[config.mk]
export PLATFORM = sky130hd
export DESIGN_NAME = fetch_sequencer
export DESIGN_NICKNAME = d
export VERILOG_FILES = /design/src/rtl/fetch_sequencer.sv
export SDC_FILE = /design/constraint.sdc
export NUM_CORES = 1
export LEC_CHECK = 0
export ABC_AREA = 1
export CAP_MARGIN = 30
export CORE_UTILIZATION = 50
export CTS_BUF_LIST = sky130_fd_sc_hd__clkbuf_8
export CTS_CLUSTER_SIZE = 12
export DETAILED_ROUTE_END_ITERATION = 16
export PLACE_DENSITY_LB_ADDON = 0.2
export SKIP_CTS_REPAIR_TIMING = 1
export SLEW_MARGIN = 10
export SYNTH_ARGS = -nofsm -noshare
export SYNTH_HDL_FRONTEND = slang
export SYNTH_SLANG_ARGS = --single-unit
export TNS_END_PERCENT = 5
[constraint.sdc]
create_clock -name clk -period 4.3 [get_ports clk]
set_clock_uncertainty 0.2 [all_clocks]
set_input_delay 0.43 -clock clk [delete_from_list [all_inputs] [get_ports clk]]
set_output_delay 0.43 -clock clk [all_outputs]
set_load 0.01 [all_outputs]
[src/rtl/fetch_sequencer.sv]
// fetch_sequencer: 6502 opcode/operand fetch in front of the decoder; FETCH_RESET_VECTOR_EN adds the FFFC/FFFD reset-vector fetch
module fetch_sequencer #(
  parameter int ADDR_WIDTH = 16,
  parameter int REG_WIDTH = 8,
  parameter logic [ADDR_WIDTH-1:0] RESET_PC = ADDR_WIDTH'(16'h0600)
) (
  input  logic                  clk,
  input  logic                  reset_n,
  output logic [ADDR_WIDTH-1:0] mem_addr,
  output logic                  mem_rd,
  input  logic [REG_WIDTH-1:0]  mem_data,
  input  logic                  mem_ready,
  output logic [REG_WIDTH-1:0]  instruction_out,
  output logic [ADDR_WIDTH-1:0] addr_out,
  output logic                  instruction_ready,
  input  logic                  instruction_done,
  input  logic                  pc_load,
  input  logic [ADDR_WIDTH-1:0] pc_load_value,
  input  logic                  halt,
  output logic [ADDR_WIDTH-1:0] pc,
  output logic                  busy
);
`ifdef FETCH_RESET_VECTOR_EN
  typedef enum logic [2:0] {FETCH_OP, FETCH_LO, FETCH_HI, ISSUE, WAIT_DONE, HALTED, VEC_LO, VEC_HI} state_t;
  localparam state_t START = VEC_LO;
`else
  typedef enum logic [2:0] {FETCH_OP, FETCH_LO, FETCH_HI, ISSUE, WAIT_DONE, HALTED} state_t;
  localparam state_t START = FETCH_OP;
`endif
  state_t state, state_next;
  logic [REG_WIDTH-1:0] lo, hi;
  logic [1:0] len, op_len;
  logic [2:0] bbb;
  logic [1:0] cc;
  logic xfer, fetching, rd_next;
  logic [ADDR_WIDTH-1:0] pc_next, addr_next;
  assign xfer = mem_rd & mem_ready;
  assign fetching = state == FETCH_OP || state == FETCH_LO || state == FETCH_HI;
  assign busy = state != HALTED;
  assign bbb = mem_data[4:2];
  assign cc = mem_data[1:0];
  assign op_len = (bbb == 3'b011 || bbb == 3'b110 || bbb == 3'b111) ? 2'd2 :
                  (cc == 2'b10 && bbb == 3'b010) ? 2'd0 : 2'd1;
  // state register
  always_ff @(posedge clk or negedge reset_n)
    if (!reset_n) state <= START;
    else state <= state_next;
  // next-state: read states advance only on a completed read
  always_comb begin
    state_next = state;
    case (state)
      FETCH_OP:  state_next = xfer ? (op_len == 2'd0 ? ISSUE : FETCH_LO) : FETCH_OP;
      FETCH_LO:  state_next = xfer ? (len == 2'd2 ? FETCH_HI : ISSUE) : FETCH_LO;
      FETCH_HI:  state_next = xfer ? ISSUE : FETCH_HI;
      ISSUE:     state_next = WAIT_DONE;
      WAIT_DONE: state_next = instruction_done ? (halt ? HALTED : FETCH_OP) : WAIT_DONE;
      HALTED:    state_next = halt ? HALTED : FETCH_OP;
`ifdef FETCH_RESET_VECTOR_EN
      VEC_LO:    state_next = xfer ? VEC_HI : VEC_LO;
      VEC_HI:    state_next = xfer ? FETCH_OP : VEC_HI;
`endif
      default:   state_next = START;
    endcase
  end
  // next PC: post-increment per fetched byte, decoder redirect, or vector load
  always_comb begin
    pc_next = (xfer && fetching) ? pc + ADDR_WIDTH'(1) : pc;
    if (state == WAIT_DONE && instruction_done && pc_load) pc_next = pc_load_value;
`ifdef FETCH_RESET_VECTOR_EN
    if (state == VEC_HI && xfer) pc_next = ADDR_WIDTH'({mem_data, lo});
`endif
  end
  // read request for the cycle after this edge, so back-to-back reads need no idle cycle
  always_comb begin
    rd_next = state_next == FETCH_OP || state_next == FETCH_LO || state_next == FETCH_HI;
    addr_next = pc_next;
`ifdef FETCH_RESET_VECTOR_EN
    rd_next = rd_next || state_next == VEC_LO || state_next == VEC_HI;
    addr_next = state_next == VEC_LO ? ADDR_WIDTH'(16'hFFFC) :
                state_next == VEC_HI ? ADDR_WIDTH'(16'hFFFD) : pc_next;
`endif
  end
  // datapath: memory port, PC, captured bytes and decoder handoff
  always_ff @(posedge clk or negedge reset_n)
    if (!reset_n) begin
      mem_rd <= 1'b0;
      mem_addr <= '0;
      pc <= RESET_PC;
      instruction_out <= '0;
      addr_out <= '0;
      instruction_ready <= 1'b0;
      len <= 2'd0;
      lo <= '0;
      hi <= '0;
    end else begin
      mem_rd <= rd_next;
      mem_addr <= rd_next ? addr_next : '0;
      pc <= pc_next;
      if (state == FETCH_OP && xfer) begin
        instruction_out <= mem_data;
        len <= op_len;
      end
      if (state == FETCH_LO && xfer) lo <= mem_data;
      if (state == FETCH_HI && xfer) hi <= mem_data;
`ifdef FETCH_RESET_VECTOR_EN
      if (state == VEC_LO && xfer) lo <= mem_data;
`endif
      if (state == ISSUE) begin
        addr_out <= len == 2'd0 ? '0 : len == 2'd1 ? ADDR_WIDTH'(lo) : ADDR_WIDTH'({hi, lo});
        instruction_ready <= 1'b1;
      end
      if (state == WAIT_DONE && instruction_done) instruction_ready <= 1'b0;
    end
endmodule
Yosys cells after proc, flatten, opt, wreduce, memory -nomap -nowiden:

Index checks and enable logic that the tools add are counted.

* flip-flop bits (word level): 79
* bits of input ports: 30
* output and inout port bits: 59
* logic and storage cells: 62

* add/subtract/negate cells: 1
* equality and inequality tests: 15
* multiplexer cells: 17
* bitwise logic cells: 1
* reduce and logical (&&, ||, !) cells: 18

Operators by type and width (count)
* 16-bit two-way mux: 5
* 3-bit case mux with 6 select lines: 1
* 16-bit by 1-bit adder with 16-bit output, second input constant: 1
* 3-bit by 2-bit equality test with 1-bit output, second input constant: 5
* 3-bit equality test, second input constant: 4
* 2-bit two-way mux: 4
* 1-bit logical AND: 7
* 3-bit by 1-bit equality test with 1-bit output, second input constant: 2
* 3-bit logical NOT: 2
* 1-bit logical OR: 6
* 3-bit two-way mux: 2
* 1-bit two-way mux: 5
* 2-bit equality test, second input constant: 2
* 2-bit logical NOT: 2
* 3-bit inequality test, second input constant: 1
* 2-bit by 1-bit equality test with 1-bit output, second input constant: 1
* 2-bit nonzero test: 1
* 1-bit AND: 1

Logic depth before layout (Yosys ltp):

Gate-level depths: netlist of run 1.

* depth after elaboration: 12
* depth in mapped cells: 10
* mapped depth without buffers: 10

Worst setup path after synthesis of run 1:

No wires, ideal clock.

* path type: reg2reg
* start point: register state[2]
* end point: register mem_addr[7]
* data arrival time: 1329 ps
* data required time: 3975 ps
* path slack: 2646 ps
* stages on the path, launching flop included: 11
* cell sequence: dfrtp_1 -> buf_6 -> inv_1 -> nand3_2 -> nor3_4 -> nand2_1 -> nand2_2 -> nand2_2 -> nand2_4 -> buf_12 -> nor2_2

* elaborated cells between the ends (all ways): 20

RTL lines
* start: declaration: RTL line 30 `state_t state, state_next;`
* start signal: assignment: RTL line 47 `else state <= state_next;`
* 3-bit equality test (tied with other cells): RTL line 51 `case (state)`
* 3-bit case mux with 6 select lines *: RTL line 51
* named net state_next[1]: RTL line 30
* 3-bit by 1-bit equality test with 1-bit output / 3-bit logical NOT (equally long branches): RTL line 75 `rd_next = state_next == FETCH_OP || state_next == FETCH_LO || state_next == FETCH_HI;`
* 1-bit logical OR: RTL line 75
* 1-bit logical OR *: RTL line 75
* 16-bit two-way mux *: RTL line 97 `mem_addr <= rd_next ? addr_next : '0;`
* end signal: assignment: RTL line 97
* end: declaration: RTL line 9 `output logic [ADDR_WIDTH-1:0] mem_addr,`

Mark *: on every way through the listed nets, which the timed path passes. The rest lies on a longest branch.
A chain may end at the register's enable or synchronous reset.

Worst setup path after layout of run 1:

* start point: register state[2]
* end point: output busy

* longest elaborated chain between the ends: 1

Ends and longest elaborated chain
* 3-bit inequality test: RTL line 39 `assign busy = state != HALTED;`
* end: declaration: RTL line 21 `output logic busy`

Every way passes these cells.

==> results.cfg, run 1 <==
[clock_tree]
clk_path_buf_depth = 2
clk_latency_ns = 0.34
htree_levels = 3
cts-root-buf = clkbuf_8
cts_tree = yes
cts_buffers = 9
clk_pin_slew_ns = 0.09
cts.sinks = 79

[power_and_ir_drop]
p_leak_nw = 2.266
power.density_mw_per_mm2 = 713.1
ir_drop_uv = 453.5
finalPower_mw = 3.355

[sta]
slew_headroom_pct = 69.88
hold_ws_ns = 0.2864
drv_slew = 0
setup_tns_ns = 0
rsz0062_at_grt = no
finalCritPeriodShare_pct = 52.05
setup_viol = 0
fmax_mhz = 446.8
hold_violations = 0
period_needed_ns = 2.238
tightest_slew_ns = 0.4518

[drt]
drt_iter0_drc = 198
vias = 2931
ant_nets = 0
viasPerCell = 4.934
drtPass1Iterations = 4
wl_um = 7999
routedWlPerCell_um = 13.47
drc = 0

[die]
die_area_mm2 = 0.007448
ios = 89
fp.dieW_um = 86.30
core_area_mm2 = 0.006832
initial_core_util_pct = 52.01
row_count = 30
die_h_um = 86.30

[synth]
syn_nets = 434
async_reset_ff_share_pct = 100.0
syn_inst = 403
synth_area_mm2 = 0.003553
yosysSeqAreaShare_pct = 55.70
synth-edff-count = 0
synth-seq-cells = 79
synthFlopType = dfrtp_1
yosysWarnings = 0
synth.most_common_cell = nand2_1
ys_top_cells_by_count = nand2_1, dfrtp_1, inv_1
synth_top_cell_by_area = dfrtp_1
synth.distinct_cells = 38
syn_avg_cell_area_um2 = 8.817
synth_top_area_share_pct = 54.23
yosys-top-cells-area = dfrtp_1, nand2_1, nand3_1

[placement]
io_buffer_count = 88
place_hpwl_um = 5668
gp_congestion = 0.8975

[setup_path]
crit_family = flip-flops
criticalPathCategory = reg2out
path_max_fanout = 9
crit_arrival_ns = 1.61
cp_data_required_time_ns = 3.67
r2r_slack_ns = 2.10
cp_slowest_stage_delay_ns = 0.63
start_kind = register
cp_cell_sequence = nand3_1 -> clkdlybuf4s50_1
path_buf_inv = 1
slowest_stage = dfrtp_1
endpoint_kind = primary output

[global_route]
antenna_found_initial = 0
grt_start_max_net_pins = 80
gr-usage-all-layers_pct = 22.76
overflow = 0
grt_pass1_vias = 2732
grt_pass1_wl_um = 13220

[finish]
drive_gt1_share_pct = 10.24
diodes = 0
fin_nets = 524
area_growth_syn_to_layout_pct = 32.39
nFillCells = 570

[run]
max_cap_viol_count = 0

[outcome]
status = complete, no violations

[min_path]
hold_class = reg2reg
[cells by family after synthesis]
family,share of synthesized area [%]
and+or+nand+nor,28.91
DFF,55.70
buffers and inverters,6.831
AOI/OAI and AO/OA,6.725
xor gates and xnor gates,1.479
adders and majority gates,0.3521
[worst min-delay path: cells and delay by family, from the launching register on]
kind | cells | cell delay [ns]
flops | 1 | 0.35
simple gates | 2 | 0.10
[per-layer routing]
layer | wire [um] | part of all wire [%] | up-vias | track usage, %
met5 | 0 | 0 | - | 0
met4 | 78 | 0.98 | 0 | 7.576
met3 | 359 | 4.5 | 8 | 3.238
met2 | 3583 | 45 | 75 | 34.13
met1 | 3976 | 50 | 1384 | 34.11
li1 | - | - | 1464 | -
[placed cells by master, fill, tap and decap left out, types with 2 or more instances in the layout]
master / synthesis / final
nor2_4: 2 / 2
a21oi_1: 7 / 7
o21a_1: 2 / 2
nand2_2: 5 / 5
dfrtp_1: 77 / 77
nand3_1: 36 / 36
nor2_2: 8 / 8
or2_2: 3 / 3
nor2_1: 17 / 17
nor3_2: 2 / 2
clkdlybuf4s50_1: 0 / 87
nand4_1: 9 / 9
dfstp_2: 2 / 2
clkinv_2: 0 / 2
o21ai_0: 28 / 28
nand2_1: 130 / 130
a21oi_2: 4 / 4
clkbuf_8: 0 / 10
inv_1: 39 / 40
xnor2_1: 5 / 5
[where the power goes]
group          switching [mW]  internal, mW  leakage [nW]
combinational           0.729         0.715          1.18
sequential              0.263          1.09         0.983
clock                   0.274         0.282         0.104
total                    1.27          2.09          2.27
[area by class of cell]
class	count	area (um^2)	share of cell area [%]
flip-flops and latches	79	1979	42.07
inverters	42	160.2	3.404
well taps	96	120.1	2.553
clock inverters	6	60.06	1.277
multi-input cells	271	1331	28.30
clock buffers	10	137.6	2.926
repair buffers	90	915.9	19.47
[final timing paths]
kind,start,endpoint,cells after the start
worst min-delay path,addr_out[2]$_DFFE_PN0N_,addr_out[2]$_DFFE_PN0N_,2
worst min register to register,addr_out[2]$_DFFE_PN0N_,addr_out[2]$_DFFE_PN0N_,2
max in group asynchronous,reset_n,pc[9]$_DFF_PN1_,3
worst max register to register,state[0]$_DFF_PN0_,mem_addr[10]$_DFF_PN0_,7
min in group asynchronous,reset_n,addr_out[6]$_DFFE_PN0N_,2
worst max-delay path,state[2]$_DFF_PN0_,busy,2
[stage by stage]
step | instance area [um^2] | utilization [%] | setup slack (ns) | instances
after floorplan | 3553 | - | 2.646 | 403
after global placement | 4469 | 65.42 | 1.993 | 576
after detailed placement | 4469 | 65.42 | 1.926 | 576
after CTS | 4667 | 68.32 | 2.056 | 592
after global routing | 4705 | 68.86 | 1.903 | 594
final | 4705 | 68.86 | 2.062 | 594
[sequential cells by signal, summed over array words and instances, names as in the netlist]
signal,flops
mem_addr,16
hi,8
addr_out,16
pc,16
lo,8
instruction_out,8
state,3
len,2
mem_rd,1
instruction_ready,1
Note: power is estimated with default switching activity, not from simulation.
==> inputs of run 2 (changes only) <==
CORE_UTILIZATION = 46   (was 50)
clock period = 1.95 ns   (was 4.3 ns; I/O delays follow)
==> results.cfg, run 2 (same netlist as run 1, synthesis figures left out) <==
[clock_tree]
cts_buffers = 9
clk_pin_slew_ns = 0.08
htree_levels = 3
cts_tree = yes
clk_path_buf_depth = 2
clk_latency_ns = 0.35
cts-root-buf = clkbuf_8
cts.sinks = 79

[setup_path]
criticalPathCategory = reg2out
endpoint_kind = primary output
path_max_fanout = 5
slowest_stage = dfstp_2
crit_arrival_ns = 1.48
ff2ff_path_depth = 8
cp_slowest_stage_delay_ns = 0.58
start_kind = register
timing.rr.start = state[2]$_DFF_PN0_
r2r_slack_ns = 0.13
cp_data_required_time_ns = 1.55
cp_cell_sequence = clkdlybuf4s50_1
crit_cells = 1
crit_family = flip-flops
path_buf_inv = 1
rr_endpoint = pc[8]$_DFF_PN0_

[finish]
area_growth_syn_to_layout_pct = 36.23
diodes = 0
fin_cells = 616
final_cell_mix = nand2_1, clkdlybuf4s50_1, dfrtp_1, inv_1, nand3_1
fin_nets = 543
final_common_cell = nand2_1
reg.largest.list = addr_out x16, mem_addr x16, pc x16
drive_gt1_share_pct = 13.73

[die]
ios = 89
fp.dieW_um = 89.89
core_area_mm2 = 0.007370
initial_core_util_pct = 48.22
row_count = 31
die_h_um = 89.89
die_area_mm2 = 0.008080

[sta]
hold_ws_ns = 0.1555
finalCritPeriodShare_pct = 96.27
hold_violations = 0
period_needed_ns = 1.877
fmax_mhz = 532.7
drv_slew = 0
tightest_slew_ns = 0.5139
slew_headroom_pct = 65.74
setup_viol = 0
rsz0062_at_grt = yes

[power_and_ir_drop]
power.density_mw_per_mm2 = 1558
ir_drop_uv = 862.4
finalPower_mw = 7.540
p_leak_nw = 2.357
swShare_pct = 37.82
internal-power_mw = 4.688
clkPwrFrac_pct = 15.8
p_seq_share_pct = 39.2
comb_power_share_pct = 45.0
power_switching_mw = 2.852

[global_route]
overflow = 0
grt_pass1_vias = 3061
grt_pass1_wl_um = 14510
gr-usage-all-layers_pct = 22.79
grt_start_max_net_pins = 43
antenna_found_initial = 0

[placement]
place_hpwl_um = 6071
io_buffer_count = 88
dp.cells = 599
gp_congestion = 0.9280

[outcome]
status = complete, no violations

[drt]
wl_um = 8387
viasPerCell = 4.943
routedWlPerCell_um = 13.62
ant_nets = 0
drtPass1Iterations = 5
drt_iter0_drc = 178
vias = 3045
drc = 0

[run]
max_cap_viol_count = 0

[min_path]
hold_class = in2async
==> run 2: changes by cell type in the layout (fill, tap and decap cells not counted), sizes merged <==
cell / previous run / this run
buf: 2 / 21
clkbuf: 10 / 9
clkdlybuf4s50: 87 / 86
clkinv: 3 / 4
clkinvlp: 1 / 0
dlymetal6s2s: 0 / 1
inv: 43 / 44
==> run 2: final cells by class <==
class	count	area (um^2)
Clock buffer	9	123.9
Clock inverter	7	65.06
Fill cell	620	2529
Inverter	42	160.2
Multi-Input combinational cell	271	1334
Sequential cell	79	1981
Tap cell	99	123.9
Timing Repair Buffer	109	1054
==> run 2: power by group through the flow <==
stage	Combinational [mW]	Sequential [mW]	Clock, mW
after floorplan	1.56	3.13	0
after global placement	3.32	2.95	0
after detailed placement	3.41	2.98	0
after CTS	3.43	2.95	1.21
after global routing	3.76	3.06	1.27
final	3.39	2.96	1.19
==> run 2: through the flow <==
step	cell area, um^2	TNS, ns	utilization [%]	setup WS [ns]
2_1_floorplan	3553	0	-	0.2960
3_3_place_gp	4636	-0.5643	62.90	-0.09239
3_5_place_dp	4636	-2.890	62.90	-0.2176
4_1_cts	4825	-0.05901	65.47	-0.05901
5_1_grt	4841	-0.04929	65.69	-0.02799
6_report	4841	0	65.69	0.07279
==> run 2: layer usage <==
metal | share of wire [%] | track usage (%)
met1 | 47 | 31.93
met2 | 45 | 35.26
met3 | 6.3 | 4.822
met4 | 1.3 | 8.065
met5 | 0 | 0
==> run 2: worst reg2reg max path, cell delays in order (launching register included) <==
cell and delay [ns]:
dfrtp_2 0.48, nor2_2 0.25, nand2_2 0.14, nor2_4 0.23
nand2_1 0.07, nand2_1 0.06, nand3_1 0.06, o21ai_0 0.12
inv_1 0.07
==> run 2: how the worst max path moves through the flow <==
stage / to / start / slack [ns]
3_5_place_dp: pc[8]$_DFF_PN0_ / mem_ready / -0.22
6_report: pc[9] / pc[9]$_DFF_PN1_ / 0.07
5_1_grt: pc[8]$_DFF_PN0_ / pc[0]$_DFF_PN0_ / -0.03
4_1_cts: busy / state[1]$_DFF_PN0_ / -0.06
2_1_floorplan: mem_addr[7]$_DFF_PN0_ / state[2]$_DFF_PN0_ / 0.30
3_3_place_gp: pc[8]$_DFF_PN0_ / mem_ready / -0.09
